--- config.mk ---
export PLATFORM = sky130hd
export DESIGN_NAME = hk_spi_responder
export DESIGN_NICKNAME = d
export VERILOG_FILES = /design/src/rtl/hk_spi_responder.sv
export SDC_FILE = /design/constraint.sdc
export NUM_CORES = 1
export LEC_CHECK = 0
export ABC_AREA = 1
export BUFFER_PORTS_ARGS = -buffer_cell sky130_fd_sc_hd__buf_4
export CORE_ASPECT_RATIO = 1.2
export CORE_MARGIN = 2
export CORE_UTILIZATION = 60
export CTS_BUF_LIST = sky130_fd_sc_hd__clkbuf_2 sky130_fd_sc_hd__clkbuf_4 sky130_fd_sc_hd__clkbuf_8
export CTS_CLUSTER_SIZE = 25
export DETAILED_ROUTE_END_ITERATION = 12
export PLACE_DENSITY = 0.88
export SYNTH_ARGS = -nofsm -noshare
export SYNTH_HDL_FRONTEND = slang
export SYNTH_SLANG_ARGS = --single-unit
export TNS_END_PERCENT = 30
--- constraint.sdc ---
create_clock -name clk -period 2.2 [get_ports clk]
set_input_delay 0.11 -clock clk [delete_from_list [all_inputs] [get_ports clk]]
set_output_delay 0.11 -clock clk [all_outputs]
set_load 0.05 [all_outputs]
--- src/rtl/hk_spi_responder.sv ---
`default_nettype none
// +--------------------------------------------------------------------------+
// | Module   : hk_spi_responder                                              |
// | Purpose  : Housekeeping SPI responder (mode 0, MSB first). Oversamples    |
// |            the SPI pads in the core clock domain, decodes command /      |
// |            address / data frames and drives a byte-wide register bus.    |
// | Ports    : clk, resetn        - core clock, async active-low reset        |
// |            SCK, CSB, SDI      - SPI pad inputs (CSB active low)           |
// |            SDO, sdo_enb       - SPI data out and its active-low enable    |
// |            reg_addr/wdata     - register bus address and write data       |
// |            reg_we/reg_re      - one-cycle write / read strobes            |
// |            reg_rdata          - read data, valid one clk after reg_re     |
// |            busy               - frame in progress                         |
// | Revision : 1.0 - initial release                                          |
// +--------------------------------------------------------------------------+
module hk_spi_responder #(
  parameter int SYNC_STAGES = 2,
  parameter int ADDR_WIDTH  = 8
) (
  input  logic                  clk,
  input  logic                  resetn,
  input  logic                  SCK,
  input  logic                  CSB,
  input  logic                  SDI,
  output logic                  SDO,
  output logic                  sdo_enb,
  output logic [ADDR_WIDTH-1:0] reg_addr,
  output logic [7:0]            reg_wdata,
  output logic                  reg_we,
  output logic                  reg_re,
  input  logic [7:0]            reg_rdata,
  output logic                  busy
);

  typedef enum logic [2:0] {
    S_IDLE   = 3'd0,
    S_CMD    = 3'd1,
    S_ADDR   = 3'd2,
    S_DATA   = 3'd3,
    S_IGNORE = 3'd4
  } state_e;

  localparam logic [ADDR_WIDTH-1:0] ADDR_ONE = {{(ADDR_WIDTH-1){1'b0}}, 1'b1};

  // Pad synchronisers. CSB chain resets low so that a CSB already held low
  // when reset releases never looks like a falling edge; a fresh frame needs
  // CSB to rise and fall again.
  logic [SYNC_STAGES-1:0] sck_sync_q;
  logic [SYNC_STAGES-1:0] csb_sync_q;
  logic [SYNC_STAGES-1:0] sdi_sync_q;
  logic                   sck_prev_q;
  logic                   csb_prev_q;

  always_ff @(posedge clk or negedge resetn) begin
    if (!resetn) begin
      sck_sync_q <= '0;
      csb_sync_q <= '0;
      sdi_sync_q <= '0;
      sck_prev_q <= 1'b0;
      csb_prev_q <= 1'b0;
    end else begin
      sck_sync_q <= {sck_sync_q[SYNC_STAGES-2:0], SCK};
      csb_sync_q <= {csb_sync_q[SYNC_STAGES-2:0], CSB};
      sdi_sync_q <= {sdi_sync_q[SYNC_STAGES-2:0], SDI};
      sck_prev_q <= sck_sync_q[SYNC_STAGES-1];
      csb_prev_q <= csb_sync_q[SYNC_STAGES-1];
    end
  end

  logic sck_s, csb_s, sdi_s;
  logic sck_rise, sck_fall, csb_fall;
  assign sck_s    = sck_sync_q[SYNC_STAGES-1];
  assign csb_s    = csb_sync_q[SYNC_STAGES-1];
  assign sdi_s    = sdi_sync_q[SYNC_STAGES-1];
  assign sck_rise = sck_s & ~sck_prev_q;
  assign sck_fall = ~sck_s & sck_prev_q;
  assign csb_fall = ~csb_s & csb_prev_q;

  state_e                state_q;
  logic [2:0]            bitcnt_q;
  logic [7:0]            shift_q;
  logic [7:0]            tx_q;
  logic                  rd_q, wr_q;
  logic                  step_pend_q;   // second half of an end-of-data-byte action
  logic                  load_pend_q;   // reg_rdata is valid this clk
  logic                  sdo_q, sdo_enb_q, we_q, re_q, busy_q;
  logic [ADDR_WIDTH-1:0] addr_q;
  logic [7:0]            wdata_q;

  logic       byte_done;
  logic [7:0] rx_byte;
  assign byte_done = sck_rise && (bitcnt_q == 3'd7);
  assign rx_byte   = {shift_q[6:0], sdi_s};

  always_ff @(posedge clk or negedge resetn) begin
    if (!resetn) begin
      state_q     <= S_IDLE;
      bitcnt_q    <= 3'd0;
      shift_q     <= 8'h00;
      tx_q        <= 8'h00;
      rd_q        <= 1'b0;
      wr_q        <= 1'b0;
      step_pend_q <= 1'b0;
      load_pend_q <= 1'b0;
      sdo_q       <= 1'b0;
      sdo_enb_q   <= 1'b1;
      we_q        <= 1'b0;
      re_q        <= 1'b0;
      busy_q      <= 1'b0;
      addr_q      <= '0;
      wdata_q     <= 8'h00;
    end else begin
      we_q        <= 1'b0;
      re_q        <= 1'b0;
      load_pend_q <= re_q;
      if (load_pend_q) begin
        tx_q <= reg_rdata;
      end

      if (csb_s) begin
        // Frame ended or aborted: any partial byte is simply dropped.
        state_q     <= S_IDLE;
        bitcnt_q    <= 3'd0;
        sdo_q       <= 1'b0;
        sdo_enb_q   <= 1'b1;
        busy_q      <= 1'b0;
        step_pend_q <= 1'b0;
        load_pend_q <= 1'b0;
      end else begin
        // Byte-boundary actions split over two clks so that a write to A
        // always precedes the read of A+1.
        if (step_pend_q) begin
          step_pend_q <= 1'b0;
          if (wr_q) begin
            addr_q <= addr_q + ADDR_ONE;
          end
          if (rd_q) begin
            re_q <= 1'b1;
          end
        end

        if (sck_rise && (state_q != S_IDLE)) begin
          shift_q  <= rx_byte;
          bitcnt_q <= bitcnt_q + 3'd1;
        end

        case (state_q)
          S_IDLE: begin
            if (csb_fall) begin
              state_q  <= S_CMD;
              bitcnt_q <= 3'd0;
              busy_q   <= 1'b1;
            end
          end
          S_CMD: begin
            if (byte_done) begin
              if ((rx_byte == 8'h80) || (rx_byte == 8'h40) || (rx_byte == 8'hC0)) begin
                wr_q    <= rx_byte[7];
                rd_q    <= rx_byte[6];
                state_q <= S_ADDR;
              end else begin
                state_q <= S_IGNORE;
              end
            end
          end
          S_ADDR: begin
            if (byte_done) begin
              addr_q  <= ADDR_WIDTH'(rx_byte);
              re_q    <= rd_q;
              state_q <= S_DATA;
            end
          end
          S_DATA: begin
            if (rd_q && sck_fall) begin
              sdo_q     <= tx_q[7];
              tx_q      <= {tx_q[6:0], 1'b0};
              sdo_enb_q <= 1'b0;
            end
            if (byte_done) begin
              step_pend_q <= 1'b1;
              if (wr_q) begin
                wdata_q <= rx_byte;
                we_q    <= 1'b1;
              end else begin
                addr_q <= addr_q + ADDR_ONE;
              end
            end
          end
          default: begin
            // S_IGNORE: hold until CSB rises.
          end
        endcase
      end
    end
  end

  assign SDO       = sdo_q;
  assign sdo_enb   = sdo_enb_q;
  assign reg_addr  = addr_q;
  assign reg_wdata = wdata_q;
  assign reg_we    = we_q;
  assign reg_re    = re_q;
  assign busy      = busy_q;

endmodule
`default_nettype wire

==> impl_metrics.tcl <==
set metrics [dict create \
    crit_family "simple AND/OR/NAND/NOR gates" \
    synthFlopType "dfrtp_1" \
    hpwl_um 4148 \
    crit_type "reg2reg" \
    final_max_slew_viol_count 0 \
    core_um2 4327 \
    finish.utilization 0.7261 \
    register_area_um2 1353 \
    antenna_found_initial 0 \
    vias 2337 \
    gr-total-overflow 0 \
    drtIter0Drc 245 \
    clock_latency_ns 0.31 \
    ys_async_sr_fraction 1.000 \
    drive_gt1_frac 0.1842 \
    route.met2.wl_um 2809 \
    synth-edff-count 0 \
    power.leakage_nw 1.658 \
    dpl.cell_count 424 \
    cp.required_ns 2.40 \
    wl_per_cell_um 13.09 \
    syn_inst 341 \
    dieArea_um2 5101 \
    cts-buffers-inserted 5 \
    yosysTopAreaCellShare 0.4865 \
    cts_tree "built" \
    syn_to_final_growth_pct 15.24 \
    seq_area_frac_synth 0.4961 \
    grt_max_degree 55 \
    grt_pass1_vias 2320 \
    num_io_pins 34 \
    relSlewSlack 0.5565 \
    ys_ff_latch 54 \
    syn_nets 357 \
    drt-pass1-iter-count 4 \
    cts_repair_resize_count 0 \
    post-cts-setup-buffer-count 0 \
    crit_buf_inv 1 \
    core.rowCount 26 \
    period_needed_ns 1.737 \
    fin_crit_sh 0.7894 \
    fin_nets 395 \
    crit_slowest_cell "dfrtp_1" \
    cp_max_fo 8 \
    io_buffers 33 \
    synthDistinctLibCells 28 \
    globalplace.congestion 1.073 \
    powerDensity_nw_per_um2 736.5 \
    wl_met3_um 254 \
    final_area_um2 3142 \
    clkSlewWorstSetupHoldPaths_ns 0.10 \
    multi_input_area_um2 1145 \
    netlist_top_cells_area "dfrtp_1, nand2_1, o21ai_0" \
    ir_worst_vdd_v 0.0005774 \
    final_cells 436 \
    drc_errors 0 \
    timing.fmax_mhz 575.8 \
    worstPathCellList "ha_1 > ha_1 > nand3_4 > a21oi_1 > inv_1 > nand3_1 > nand2_1 > nor2_1 > nor2_1" \
    die_h_um 77.84 \
    finalHoldViolCount 0 \
    ctsRootBufferMaster "clkbuf_8" \
    critPathArrivalTime_ns 1.94 \
    rsz0062_at_grt "no" \
    routed_via_density 5.360 \
    dr.max_layer_used "met4" \
    netlist_area_um2 2726 \
    h-tree-depth 2 \
    wl_met1_um 2562 \
    grt_pass1_wl_um 10100 \
    clock_sinks 54 \
    antenna_left 0 \
    grtUsageTotal 0.2529 \
    finalSetupViolCount 0 \
    crit_path_max_incr_delay_ns 0.39 \
    die_w_um 65.54 \
    worstMarginPinSlew_ns 0.6653 \
    hold_path.class "in2reg" \
    worst_setup_path_end_kind "flop" \
    hold_buffers 4 \
    cts_buffer_depth 2 \
    yosysTopAreaCell "dfrtp_1" \
    yosysWarnings 0 \
    status "complete, no violations" \
    routed_wl_um 5707 \
    dpl-instance-area_um2 3007 \
    antenna_cells 0 \
    tns_ns 0 \
    worst_clock_skew_ns 0.007587 \
    critPathLaunchType "flop" \
    maxCapViolations 0 \
    n_fill_cell 322 \
    initial_utilization 0.6301 \
    avgSynthCellArea_um2 7.995 \
]
## routing by layer
| metal | up-vias | track usage |
|---|---|---|
| met1 | 1107 | 0.3373 |
| li1 | 1160 | - |
| met3 | 8 | 0.03623 |
| met5 | - | 0 |
| met2 | 62 | 0.4255 |
| met4 | 0 | 0.07917 |
## state kept, by name (all words and copies together), names as in the netlist, 2 cells and up
name and cells:
bitcnt_q 3, csb_sync_q 2, reg_addr 8, reg_wdata 8
sck_sync_q 2, sdi_sync_q 2, shift_q 7, state_q 3
tx_q 8
## final timing paths
| kind | startpoint | slack (ns) | endpoint | cells after the start |
|---|---|---|---|---|
| setup / recovery | bitcnt_q[0] | 0.46 | reg_addr[3] | 9 |
| hold / removal | reg_rdata[7] | 0.11 | tx_q[7] | 5 |
| setup reg to reg | bitcnt_q[0] | 0.46 | reg_addr[3] | 9 |
| hold reg to reg | csb_sync_q[0] | 0.35 | csb_sync_q[1] | 0 |
| max in group asynchronous | resetn | 1.38 | reg_addr[6] | 2 |
| min in group asynchronous | resetn | 0.37 | SDO | 2 |
## tightest hold or removal path, delay by kind of cell
family          cells  cell delay, ns
buf+inv             1            0.07
simple gates        2            0.09
compound gates      2            0.11
## Yosys cell counts, types with 2 or more instances
cell type / n
nand2_1: 89
dfrtp_1: 53
inv_1: 43
o21ai_0: 33
nor2_1: 25
nand3_1: 20
a21oi_1: 15
o21ai_1: 11
o21ai_2: 8
nor3_1: 7
inv_2: 6
nand2_2: 5
buf_2: 3
ha_1: 3
buf_6: 2
clkbuf_1: 2
nand2_4: 2
nand4_1: 2
nor2_4: 2
xor2_1: 2
## report_power, final
group / leakage (nW) / switching, mW / internal, mW
clock: 0.0517 / 0.314 / 0.267
combinational: 0.936 / 0.392 / 0.161
sequential: 0.670 / 0.0923 / 1.09
## metrics by stage
step                setup WS [ns]  power (mW)  hold slack [ns]
floorplan                  0.4802       1.565          -0.1856
global placement           0.6206       1.712           0.1827
detailed placement         0.5155       1.734           0.1888
CTS                        0.5041       2.311           0.1114
global route               0.2632       2.442           0.1481
finish                     0.4633       2.314           0.1115
## layout make-up
cell class              count  area share
flip-flops and latches     54      0.4305
multi-input cells         231      0.3644
repair buffers             38     0.09399
inverters                  49     0.05854
clock buffers               7     0.02867
well taps                  56     0.02230
clock inverters             1    0.001593
## cells by family after synthesis
group                    synth area share
AO/OA/AOI/OAI                      0.1395
buffers and inverters             0.08398
adder cells (fa/ha/maj)           0.01377
flip-flops                         0.4961
XOR/XNOR                         0.006426
AND/OR/NAND/NOR                    0.2602
## cell usage in the layout (no fill, tap or decap)
cell type      count
nand2_1           89
dfrtp_1           53
inv_1             43
buf_4             34
o21ai_0           33
nor2_1            25
nand3_1           20
a21oi_1           15
o21ai_1           11
o21ai_2            8
nor3_1             7
inv_2              6
clkbuf_8           6
nand2_2            5
dlygate4sd3_1      4
ha_1               3
nand2_4            2
nor2_4             2
xor2_1             2
nand4_1            2
nand3_4            1
nor3_4             1
nand3_2            1
o211ai_1           1
nand3b_1           1
nor2_2             1
o21a_1             1
clkbuf_4           1
clkinv_2           1
dfstp_2            1
(Power assumes the default switching activity.)
